<file path="config.mk">
export PLATFORM = sky130hd
export DESIGN_NAME = cpu_io_port
export DESIGN_NICKNAME = d
export VERILOG_FILES = /design/src/rtl/io_port_pkg.sv /design/src/rtl/io_fifo.sv /design/src/rtl/cpu_io_port.sv
export SDC_FILE = /design/constraint.sdc
export NUM_CORES = 1
export LEC_CHECK = 0
export BUFFER_PORTS_ARGS = -buffer_cell sky130_fd_sc_hd__buf_2
export CAP_MARGIN = 10
export CORE_MARGIN = 2
export CORE_UTILIZATION = 54
export CTS_BUF_LIST = sky130_fd_sc_hd__clkbuf_4
export DETAILED_ROUTE_END_ITERATION = 10
export PLACE_DENSITY = 0.87
export SYNTH_ARGS = -nofsm -noshare
export SYNTH_HDL_FRONTEND = slang
export SYNTH_SLANG_ARGS = --single-unit
</file>
<file path="constraint.sdc">
create_clock -name clk -period 3.2 [get_ports clk]
set_input_delay 0 -clock clk [delete_from_list [all_inputs] [get_ports clk]]
set_output_delay 0 -clock clk [all_outputs]
set_load 0.02 [all_outputs]
</file>
<file path="src/rtl/io_port_pkg.sv">
// Shared constants for the CPU port-bus I/O responder: register offsets, bit positions, word width.
package io_port_pkg;

    localparam int DATA_W = 16;

    localparam logic [1:0] IO_DATA   = 2'd0;
    localparam logic [1:0] IO_STATUS = 2'd1;
    localparam logic [1:0] IO_CTRL   = 2'd2;

    localparam int ST_TX_FULL  = 0;
    localparam int ST_TX_EMPTY = 1;
    localparam int ST_RX_AVAIL = 2;
    localparam int ST_RX_OVR   = 3;

    localparam int CTRL_IRQ_EN  = 0;
    localparam int CTRL_CLR_OVR = 1;
    localparam int CTRL_FLUSH   = 2;

    typedef struct packed {
        logic       wr;
        logic       rd;
        logic [1:0] off;
    } io_req_t;

endpackage

</file>
<file path="src/rtl/io_fifo.sv">
// Synchronous FIFO with flush; head word is read straight from the storage flops.
module io_fifo #(
    parameter int DEPTH = 8,
    parameter int W     = 16
) (
    input  logic                   clk,
    input  logic                   rst,
    input  logic                   push,
    input  logic                   pop,
    input  logic                   flush,
    input  logic [W-1:0]           wdata,
    output logic [W-1:0]           rdata,
    output logic                   full,
    output logic                   empty,
    output logic [$clog2(DEPTH):0] count
);
    localparam int AW = $clog2(DEPTH);
    localparam int CW = AW + 1;

    logic [DEPTH-1:0][W-1:0] mem;
    logic [AW-1:0]           wp, rp;
    logic                    do_push, do_pop;

    assign full    = (count == CW'(DEPTH));
    assign empty   = (count == '0);
    assign do_pop  = pop & ~empty;
    // A full FIFO still accepts a push when the head leaves in the same cycle.
    assign do_push = push & (~full | do_pop);
    assign rdata   = mem[rp];

    always_ff @(posedge clk) begin
        if (do_push && !flush)
            mem[wp] <= wdata;
    end

    always_ff @(posedge clk) begin
        if (rst || flush) begin
            wp    <= '0;
            rp    <= '0;
            count <= '0;
        end else begin
            if (do_push) wp <= wp + AW'(1);
            if (do_pop)  rp <= rp + AW'(1);
            count <= count + CW'(do_push) - CW'(do_pop);
        end
    end

endmodule

</file>
<file path="src/rtl/cpu_io_port.sv">
// Port-bus responder for OUT/IN: TX FIFO to a downstream sink, RX holding register from a source.
// Define IO_IRQ_EN to build the irq output and the CTRL irq_en bit.
module cpu_io_port
    import io_port_pkg::*;
#(
    parameter logic [15:0] BASE_ADDR  = 16'h0010,
    parameter int          FIFO_DEPTH = 8
) (
    input  logic              clk,
    input  logic              rst,
    input  logic [15:0]       base,
    input  logic [DATA_W-1:0] data,
    input  logic              out_stb,
    input  logic              in_stb,
    output logic [DATA_W-1:0] io_rdata,
    output logic              io_hit,
    output logic [DATA_W-1:0] tx_data,
    output logic              tx_valid,
    input  logic              tx_ready,
    input  logic [DATA_W-1:0] rx_data,
    input  logic              rx_valid,
    output logic              rx_ready
`ifdef IO_IRQ_EN
    ,
    output logic              irq
`endif
);
    io_req_t                     req;
    logic                        in_range;
    logic [15:0]                 off_full;
    logic                        data_wr, data_rd, ctrl_wr, capture;
    logic                        tx_full, tx_empty;
    logic [$clog2(FIFO_DEPTH):0] tx_count;
    logic [7:0]                  cnt8;
    logic [3:0]                  cnt_sat;
    logic [DATA_W-1:0]           rx_hold, status, ctrl_rd, rd_val;
    logic                        rx_full, overrun, irq_en;

    // Range check before trusting the subtraction, so addresses below base never wrap in.
    always_comb begin
        req      = '0;
        off_full = base - BASE_ADDR;
        in_range = (base >= BASE_ADDR) && (off_full < 16'd3);
        if (in_range) begin
            req.off = off_full[1:0];
            req.wr  = out_stb;
            req.rd  = in_stb & ~out_stb;
        end
    end

    assign data_wr = req.wr && (req.off == IO_DATA);
    assign data_rd = req.rd && (req.off == IO_DATA);
    assign ctrl_wr = req.wr && (req.off == IO_CTRL);
    assign capture = rx_valid & ~rx_full;
    assign rx_ready = ~rx_full;
    assign tx_valid = ~tx_empty;

    io_fifo #(.DEPTH(FIFO_DEPTH), .W(DATA_W)) u_txq (
        .clk   (clk),
        .rst   (rst),
        .push  (data_wr),
        .pop   (tx_valid & tx_ready),
        .flush (ctrl_wr & data[CTRL_FLUSH]),
        .wdata (data),
        .rdata (tx_data),
        .full  (tx_full),
        .empty (tx_empty),
        .count (tx_count)
    );

    assign cnt8    = 8'(tx_count);
    assign cnt_sat = (cnt8 > 8'd15) ? 4'hF : cnt8[3:0];

    always_comb begin
        status              = '0;
        status[ST_TX_FULL]  = tx_full;
        status[ST_TX_EMPTY] = tx_empty;
        status[ST_RX_AVAIL] = rx_full;
        status[ST_RX_OVR]   = overrun;
        status[7:4]         = cnt_sat;
        ctrl_rd             = '0;
        ctrl_rd[CTRL_IRQ_EN] = irq_en;
        case (req.off)
            IO_DATA:   rd_val = rx_full ? rx_hold : '0;
            IO_STATUS: rd_val = status;
            IO_CTRL:   rd_val = ctrl_rd;
            default:   rd_val = '0;
        endcase
    end

    always_ff @(posedge clk) begin
        if (rst) begin
            io_rdata <= '0;
            io_hit   <= 1'b0;
            rx_hold  <= '0;
            rx_full  <= 1'b0;
            overrun  <= 1'b0;
        end else begin
            io_hit <= (out_stb | in_stb) & in_range;
            if (req.rd)
                io_rdata <= rd_val;
            if (capture)
                rx_hold <= rx_data;
            // Capture only happens when empty, so a same-cycle read sees the old state.
            if (capture)
                rx_full <= 1'b1;
            else if (data_rd)
                rx_full <= 1'b0;
            // A fresh overrun wins over a same-cycle clear so the event is not lost.
            if (rx_valid && rx_full && !data_rd)
                overrun <= 1'b1;
            else if (ctrl_wr && data[CTRL_CLR_OVR])
                overrun <= 1'b0;
        end
    end

`ifdef IO_IRQ_EN
    always_ff @(posedge clk) begin
        if (rst) begin
            irq_en <= 1'b0;
            irq    <= 1'b0;
        end else begin
            if (ctrl_wr)
                irq_en <= data[CTRL_IRQ_EN];
            irq <= irq_en & (rx_full | overrun);
        end
    end
`else
    assign irq_en = 1'b0;
`endif

endmodule

</file>
==> metrics, run 1 <==
post-synthesis cell type count 40; core box area ~12,000 um^2; sequential cell area 4746 um^2; crit path max fanout 3; final worst-path cycle share 0.9874; CP required ~3.7 ns; # nets final between 600 and 700; setup_tns 0 ns; setup violators final 0; IO Pins between 80 and 90; Synth-to-Final Area Change 24.50%; Remaining DRCs 0; synth warn 0; PostCTS Resize Cnt 0; Multi-input gate area between 2000 and 2500 um^2; WS Path Type input pin to register; post-synthesis instance area just under 7000 um^2; H-tree depth 4; CTS Sinks between 150 and 200; Power Dens Cells ~600 nW/um^2; DR pass1 iterations 4; Final Hold Vio Count 0; max-slew violations 0; first-pass GRT wire length 24,040 um; max_cap viols 0; die span in x 116.5 um; Clock Pin Slew Worst Setup and Hold Paths 0.12 ns; worst vdd ir approximately 0.46 mV; pin count of the biggest net entering global routing 44; HPWL Detailed 9056 um; number of instances in the placed design between 600 and 700; minimum clock period 3.160 ns; routability cong. between 0.8 and 0.9; CP arrival 3.67 ns; layout cells sized above 1 0.3101; initial antenna violation count 1; fmax 316.5 MHz; most frequent cells in the layout edfxtp_1 (128), buf_2 (88), dlygate4sd3_1 (64), nand2_1 (51), dfxtp_1 (44); CP Capture Type register; Worst-Margin Slew 1.079 ns; FP Rows 41; Initial Utilization 0.5485; RSZ-0062 raised after global routing false; vias in the first global route around 4.8k; CP startpoint kind input pin; Tot GR Track Use 0.2431; final antenna-violating net count 0; Leakage ~3.0 nW; flops & latches, synth roughly 170; fillcell total between 700 and 800; GRT overflow 0; Initial DRC Count ~420; Post-Syn Nets approximately 500; Min-Delay Path Class input pin to register; clk_lat worst skew 0.57 ns; Via Count ~4.4k; Clock Tree Buf Depth 2; sequential area share after synthesis 0.6939; Clock Skews 0.01740 ns; outcome completed; Root Driver clkbuf_4; CTS Buf Count 17; fraction of registers with async set/reset 0; number of synthesized flops with an enable pin ~130; die area around 14,000 um^2; predominant post-synthesis flop cell edfxtp_1; port buffer count a little under 90; commonest non-fill, non-tap cell in the layout edfxtp_1; Mapped Cells 440; Wirelength per Cell slightly below 20 um; max_slew headroom 0.2792; non-filler cells, final slightly below 800; WL final between 15,000 and 20,000 um; TritonCTS clock tree built; Die H between 100 and 150 um; mean post-synth cell area roughly 16 um^2; Via density roughly 5.6
==> per-stage QoR <==
stage	cell area, um^2	utilization	hold WS, ns	setup WS [ns]	power [W]
after floorplan	6844	-	0.09887	0.2046	0.003374
after detailed placement	7543	0.6051	0.2537	0.4476	0.003681
after global routing	8513	0.6829	0.1177	0.01573	0.005273
after global placement	7543	0.6051	0.2414	0.4984	0.003644
after CTS	8503	0.6821	0.08606	0.06862	0.005059
final	8513	0.6829	0.1189	0.04040	0.005038
==> cell families after synthesis <==
group / count (synthesis) / synth area share
AO/OA/AOI/OAI: 55 / 0.04776
XOR/XNOR: 4 / 0.005124
adder cells (fa/ha/maj): 9 / 0.01757
buffers and inverters: 31 / 0.01793
flip-flops: 173 / 0.6939
multiplexers: 48 / 0.1317
AND/OR/NAND/NOR: 120 / 0.08600
==> final timing paths <==
check	from	to	slack (ns)	cells past startpoint
worst min-delay path	base[12]	u_txq.count[0]$_SDFF_PP0_	0.12	5
worst min register to register	io_rdata[9]$_SDFFE_PP0P_	io_rdata[9]$_SDFFE_PP0P_	0.48	2
worst max register to register	u_txq.count[2]$_SDFF_PP0_	u_txq.mem[45]$_DFFE_PP_	0.62	7
worst max-delay path	base[13]	io_rdata[0]$_SDFFE_PP0P_	0.04	10
==> what timing repair did <==
| item | in CTS | in global routing |
|---|---|---|
| buffers inserted | 0 | 1 |
| setup endpoints to repair | 0 | 1 |
| hold buffers | 64 | 0 |
| hold endpoints to repair | 168 | 0 |
==> synthesized netlist by cell type, types with 5 or more instances <==
cell,n,area [um^2]
edfxtp_1,128,3844
nand2_1,51,191.4
dfxtp_1,45,900.9
mux4_2,32,720.7
a21oi_1,31,155.2
nor2_1,22,82.58
mux2_2,16,180.2
clkbuf_1,15,56.30
nand3_1,14,70.07
inv_1,11,41.29
ha_1,8,100.1
a211oi_1,7,52.55
buf_2,5,25.02
==> flip-flops by register name (all words and copies together), names as in the netlist <==
name         cells
rx_full          1
io_hit           1
io_rdata        16
u_txq.mem      128
overrun          1
rx_hold         16
u_txq.rp         3
u_txq.wp         3
u_txq.count      4
==> power breakdown <==
group	switching, W	internal [W]
clock network	0.000704	0.000642
registers	0.0000949	0.00245
logic	0.000555	0.000593
total	0.00135	0.00368
==> layer usage <==
metal	share of wire	GRT usage	vias to the layer above
met5	0	0	-
met4	0.022	0.09882	0
met3	0.069	0.05760	36
met2	0.54	0.4426	229
met1	0.37	0.2762	2166
li1	-	-	2014
==> critical path, stage by stage <==
cell,delay (ns)
dlygate4sd3_1,0.53
buf_2,0.12
or4_4,0.43
dlygate4sd3_1,0.63
nor4_4,0.34
buf_4,0.20
nand3_1,0.07
dlygate4sd3_1,0.57
o31ai_1,0.20
dlygate4sd3_1,0.58
==> final cells by class <==
cell class | instances | area share
diodes | 1 | 0.0002939
clock buffers | 20 | 0.01764
clock inverters | 12 | 0.01984
inverters | 11 | 0.004850
multi-input cells | 236 | 0.2356
flip-flops and latches | 173 | 0.5575
well taps | 172 | 0.02528
repair buffers | 164 | 0.1390
(Power assumes the default switching activity.)
==> run 2, diff against run 1 <==
--- a/config.mk
+++ b/config.mk
@@ -7,10 +7,12 @@
 export LEC_CHECK = 0
 export BUFFER_PORTS_ARGS = -buffer_cell sky130_fd_sc_hd__buf_2
 export CAP_MARGIN = 10
+export CORE_ASPECT_RATIO = 0.9
 export CORE_MARGIN = 2
 export CORE_UTILIZATION = 54
 export CTS_BUF_LIST = sky130_fd_sc_hd__clkbuf_4
 export DETAILED_ROUTE_END_ITERATION = 10
+export HOLD_SLACK_MARGIN = 0.06
 export PLACE_DENSITY = 0.87
 export SYNTH_ARGS = -nofsm -noshare
 export SYNTH_HDL_FRONTEND = slang
==> run 2 against run 1 <==
  * Critical path type unchanged
  * Highest routed layer unchanged
  * Cell count unchanged
  * Sequential cell count stayed put
  * Clock power fell by 5%
  * Largest cell class unchanged
  * First-iteration DRC count up 2.8%
==> metrics, run 2 (same netlist as run 1, synthesis figures left out) <==
Initial DRC Count 436 (+2.8%); core box area 12,220 um^2 (-2.0%); # nets final 679 (+2.0%); commonest non-fill, non-tap cell in the layout edfxtp_1; CP startpoint kind input pin; Die H 110.8 um (-5.0%); minimum clock period 3.131 ns (-0.02855 ns); GRT overflow 0 (unchanged); WS Path Type input pin to register; Antenna Cells 0 (-1); CTS Buf Count 17 (unchanged); DR pass1 iterations 6 (+2); fillcell total 710 (-9.8%); final antenna-violating net count 0 (unchanged); clk_lat worst skew 0.56 ns (about the same); final worst-path cycle share 0.9785 (-0.008923); Power Dens Cells 581.0 nW/um^2 (-1.8%); Synth-to-Final Area Change 25.84%; GRT met2 Usage 0.4444 (+0.001809); setup violators final 0 (unchanged); Clock Skews 0.02958 ns (+0.01218 ns); number of instances in the placed design 678 (-1.9%); layout cells sized above 1 0.3052 (-0.004819); CTS Sinks 173 (unchanged); GR peak layer met2; Worst-Margin Slew 1.146 ns (+0.06684 ns); final instance area 8605 um^2 (+1.1%); Remaining DRCs 0 (unchanged); Min-Delay Path Class input pin to register; Placement Cell Area 7521 um^2 (-0.30%); sequential cell area 4746 um^2 (unchanged); Clock Tree Buf Depth 2 (unchanged); worst hold slack 0.1412 ns (+0.02235 ns); CP required 3.65 ns (-0.06 ns); pin count of the biggest net entering global routing 44 (unchanged); most frequent cells in the layout edfxtp_1 (128), buf_2 (88), dlygate4sd3_1 (78), nand2_1 (51), dfxtp_1 (44); Tot GR Track Use 0.2536 (+0.01045); met3 usage 0.05144 (-0.006162); H-tree depth 4 (unchanged); Root Driver clkbuf_4; die span in x 122.6 um (+5.2%); worst vdd ir 0.4075 mV (-11%); port buffer count 88 (unchanged); Largest register FFs 128 (unchanged); largest reg by FF count u_txq.mem; Multi-input gate area 2006 um^2 (unchanged); Via density 5.885 (+4.5%); first-pass GRT wire length 25,720 um (+7.0%); fmax 319.4 MHz (+0.91%); TritonCTS clock tree built; CP Capture Type register; HPWL Detailed 8821 um (-2.6%); non-filler cells, final 789 (unchanged); Initial Utilization 0.5596 (+0.01106); Via Count 4,643 (+4.5%); max_slew headroom 0.2345 (-0.04466); outcome completed; RSZ-0062 raised after global routing false; IO Pins 89 (unchanged); initial antenna violation count 0 (-1); FP Rows 38 (-7.3%); die area 13,580 um^2 (about the same); grt met1 use 0.3085 (+0.03230); top flop regs u_txq.mem (128), io_rdata (16), rx_hold (16); Place WS 0.5537 ns (+0.1060 ns); Wirelength per Cell 20.50 um (+4.7%); setup_tns 0 ns (unchanged); max-slew violations 0 (unchanged); max_cap viols 0 (unchanged); Clock Pin Slew Worst Setup and Hold Paths 0.14 ns (+0.02 ns); vias in the first global route 4,873 (+2.4%); routability cong. 0.8277 (-6.2%); WL final 16,170 um (+4.7%); Setup WS post-layout 0.06895 ns (+0.02855 ns); crit path max fanout 4 (+1); CP arrival 3.58 ns (-0.09 ns); Leakage 3.062 nW (+0.81%); Final Hold Vio Count 0 (unchanged)
run 2: per-layer routing:
metal  wire length, um  share of wire  vias up
met5                 0              0        -
met4               598          0.037        0
met3              1110          0.069       61
met2              8352           0.52      280
met1              6111           0.38     2269
li1                  -              -     2033
run 2: cell type report:
type	instances	area share
clock buffer	19	0.01658
clock inverter	13	0.01774
inverter	11	0.004799
multi-input combinational	236	0.2331
sequential	173	0.5515
tap	160	0.02327
timing repair buffer	177	0.1530
run 2: worst max-delay path, cell delays in order:
cell and delay, ns:
dlygate4sd3_1 0.54, buf_2 0.13, or4_4 0.45, nor4_4 0.32, nand2_2 0.10, dlygate4sd3_1 0.62
o21ai_1 0.16, dlygate4sd3_1 0.58, o21ai_0 0.10, dlygate4sd3_1 0.57
run 2: worst paths after layout:
check                                  from  slack, ns                        end  depth (start not counted)
setup / recovery                   base[13]       0.07       overrun$_SDFFE_PP0P_                         10
hold / removal                     base[12]       0.14   u_txq.wp[0]$_SDFFE_PP0N_                          6
hold reg to reg   io_rdata[10]$_SDFFE_PP0P_       0.48  io_rdata[10]$_SDFFE_PP0P_                          2
setup reg to reg       rx_full$_SDFFE_PP0P_       0.21    rx_hold[9]$_SDFFE_PP0P_                          5
run 2: what timing repair did:
action,CTS,global route
hold buffers,78,0
setup buffers,0,1
endpoints found under the setup margin,0,1
hold endpoints to repair,173,0
gates resized for setup,0,1
run 2: power by group:
part	total [W]	leakage, nW	internal [W]	switching [W]
Sequential	0.00253	1.52	0.00245	0.0000835
Combinational	0.00119	1.38	0.000606	0.000582
Clock	0.00128	0.162	0.000502	0.000777
run 2: per-stage QoR:
| step | utilization | total power [W] |
|---|---|---|
| finish | 0.7042 | 0.005000 |
| global route | 0.7042 | 0.005216 |
| detailed placement | 0.6155 | 0.003677 |
| global placement | 0.6155 | 0.003642 |
| floorplan | - | 0.003374 |
| CTS | 0.7036 | 0.004991 |
==> run 3, diff against run 2 <==
--- a/config.mk
+++ b/config.mk
@@ -5,15 +5,16 @@
 export SDC_FILE = /design/constraint.sdc
 export NUM_CORES = 1
 export LEC_CHECK = 0
-export BUFFER_PORTS_ARGS = -buffer_cell sky130_fd_sc_hd__buf_2
 export CAP_MARGIN = 10
 export CORE_ASPECT_RATIO = 0.9
 export CORE_MARGIN = 2
-export CORE_UTILIZATION = 54
+export CORE_UTILIZATION = 55
 export CTS_BUF_LIST = sky130_fd_sc_hd__clkbuf_4
 export DETAILED_ROUTE_END_ITERATION = 10
+export DONT_BUFFER_PORTS = 1
 export HOLD_SLACK_MARGIN = 0.06
-export PLACE_DENSITY = 0.87
+export PLACE_DENSITY = 0.82
+export REMOVE_ABC_BUFFERS = 1
 export SYNTH_ARGS = -nofsm -noshare
 export SYNTH_HDL_FRONTEND = slang
 export SYNTH_SLANG_ARGS = --single-unit
==> run 3 against run 2 <==
  * Clock power is essentially flat
  * Clock-buffer cell count is 1 lower
  * Sequential share of layout area increased by 1.6 points
  * Largest power group unchanged
==> metrics, run 3 (same netlist as run 1, synthesis figures left out) <==
Clock Pin Slew Worst Setup and Hold Paths 0.14 ns (about the same); Most common cell on crit path dlygate4sd3_1; CTS Sinks 173 (unchanged); commonest non-fill, non-tap cell in the layout edfxtp_1; hold path endpoint io_rdata[2]$_SDFFE_PP0P_; slowest stage delay, CP 0.65 ns (+0.03 ns); crit path max fanout 4 (unchanged); Power Dens Cells 584.7 nW/um^2 (+0.62%); Antenna Cells 0 (unchanged); Die H 109.8 um (-0.88%); IO Pins 89 (unchanged); CP Capture Type register; Via Count 4,309 (-7.2%); Util after Layout 0.6925 (-0.01168); CP Launch Point base[12]; vias in the first global route 4,583 (-6.0%); final instance area 8363 um^2 (-2.8%); layout cells sized above 1 0.1882 (-0.1171); final worst-path cycle share 0.9782 (about the same); port buffer count 0 (-100%); Multi-input gate area 2009 um^2 (+0.19%); fmax 319.5 MHz (about the same); Leakage 2.731 nW (-11%); fillcell total 762 (+7.3%); Via density 6.001 (+2.0%); routability cong. 0.8104 (-2.1%); CP required 3.63 ns (-0.02 ns); die area 13,340 um^2 (-1.8%); Pwr Total 0.004890 W (-2.2%); max_slew headroom 0.2486 (+0.01405); WS Path Type input pin to register; HPWL Detailed 8467 um (-4.0%); worst vdd ir 0.3652 mV (-10%); Tot GR Track Use 0.2545 (+0.0009660); flop-to-flop setup slack 0.31 ns (+0.10 ns); Clock Skews 0.02046 ns (-0.009116 ns); Initial Utilization 0.5662 (+0.006609); WP depth 9 (-1); max-slew violations 0 (unchanged); Wirelength per Cell 22.04 um (+7.5%); Min-Delay Path Class input pin to register; GRT overflow 0 (unchanged); hold wc startpoint base[14]; clk_lat worst skew 0.54 ns (-0.02 ns); Largest register FFs 128 (unchanged); Worst R2R End rx_hold[1]$_SDFFE_PP0P_; TritonCTS clock tree built; CP arrival 3.56 ns (-0.02 ns); outcome completed; largest reg by FF count u_txq.mem; Setup WS post-layout 0.06978 ns (+0.0008276 ns); Synth-to-Final Area Change 22.31%; sequential cell area 4746 um^2 (unchanged); R2R Path Start rx_full$_SDFFE_PP0P_; Placement Cell Area 7072 um^2 (-6.0%); H-tree depth 4 (unchanged); # nets final 609 (-10%); initial antenna violation count 0 (unchanged); Initial DRC Count 448 (+2.8%); CTS Buf Count 17 (unchanged); max_cap viols 0 (unchanged); top flop regs u_txq.mem (128), io_rdata (16), rx_hold (16); WL final 15,820 um (-2.2%); Max stage delay cell, worst path dlygate4sd3_1; Final Hold Vio Count 0 (unchanged); R2R depth 5 (unchanged); Clock Tree Buf Depth 2 (unchanged); pin count of the biggest net entering global routing 44 (unchanged); core box area 12,080 um^2 (-1.2%); minimum clock period 3.130 ns (-0.0008276 ns); most frequent cells in the layout edfxtp_1 (128), dlygate4sd3_1 (94), nand2_1 (51), dfxtp_1 (44), mux4_2 (32); Buf+Inv Stages, Crit Path 4 (-1); die span in x 121.5 um (-0.88%); Root Driver clkbuf_4; FP Rows 38 (unchanged); CP startpoint kind input pin; Remaining DRCs 0 (unchanged); critical path, cell by cell dlygate4sd3_1 -> or4_4 -> dlygate4sd3_1 -> nor4_4 -> nand2_2 -> dlygate4sd3_1 -> o21ai_0 -> dlygate4sd3_1 -> a21oi_1; WHS Path Cells 5 (-1); DR pass1 iterations 5 (-1); setup violators final 0 (unchanged); final antenna-violating net count 0 (unchanged); first-pass GRT wire length 24,720 um (-3.9%); crit-path leading delay family buffers and inverters; Place WS 0.5497 ns (-0.003958 ns); Worst-Margin Slew 1.125 ns (-0.02103 ns)
## run 3: cell count changes in the layout (fill, tap and decap cells not counted), moves of 2 or more
cell,before,now
clkinv_2,2,0
nor4_2,1,3
clkinvlp_4,1,4
dlygate4sd3_1,78,94
clkinv_4,2,4
inv_6,4,1
inv_8,2,0
buf_2,88,0
## run 3: cell type report
cell class                 count  share of cell area
clock buffer                  18             0.01616
clock inverter                13             0.02005
inverter                      11            0.004937
multi-input combinational    236              0.2403
sequential                   173              0.5675
tap                          160             0.02394
timing repair buffer         107              0.1272
## run 3: metrics by stage
stage	setup TNS, ns	hold WS [ns]	std cells
6_report	0	0.1488	718
5_1_grt	-0.9520	0.1179	718
4_1_cts	0	0.08476	716
3_5_place_dp	0	0.07466	590
3_3_place_gp	0	0.07288	590
2_1_floorplan	-0.6020	0.06907	420
## run 3: tightest hold or removal path, delay by kind of cell
kind             cells  cell delay [ns]
AND/OR/NAND/NOR      5             0.68
## run 3: worst max-delay path by stage
stage,endpoint,slack [ns]
2_1_floorplan,u_txq.mem[0]$_DFFE_PP_,-0.04
3_3_place_gp,u_txq.mem[35]$_DFFE_PP_,0.71
3_5_place_dp,u_txq.mem[35]$_DFFE_PP_,0.55
4_1_cts,u_txq.wp[1]$_SDFFE_PP0N_,0.09
5_1_grt,u_txq.mem[124]$_DFFE_PP_,-0.05
6_report,u_txq.wp[1]$_SDFFE_PP0N_,0.07
## run 3: power by group
group	internal [W]	leakage [nW]	switching, W
Sequential	0.00245	1.52	0.0000958
Combinational	0.000539	1.07	0.000528
Clock	0.000550	0.148	0.000728
## run 3: layer usage
metal,part of all wire,GRT usage,up-vias
met1,0.38,0.2943,2143
met4,0.042,0.1166,0
met3,0.070,0.07624,60
met5,0,0,-
li1,-,-,1896
met2,0.51,0.4414,210
## run 3: timing repair
item                                    CTS  global route
endpoints found under the setup margin    0            78
hold endpoints to repair                178             0
setup buffers                             0             2
resized for setup                         0             2
hold buffers                             95             0
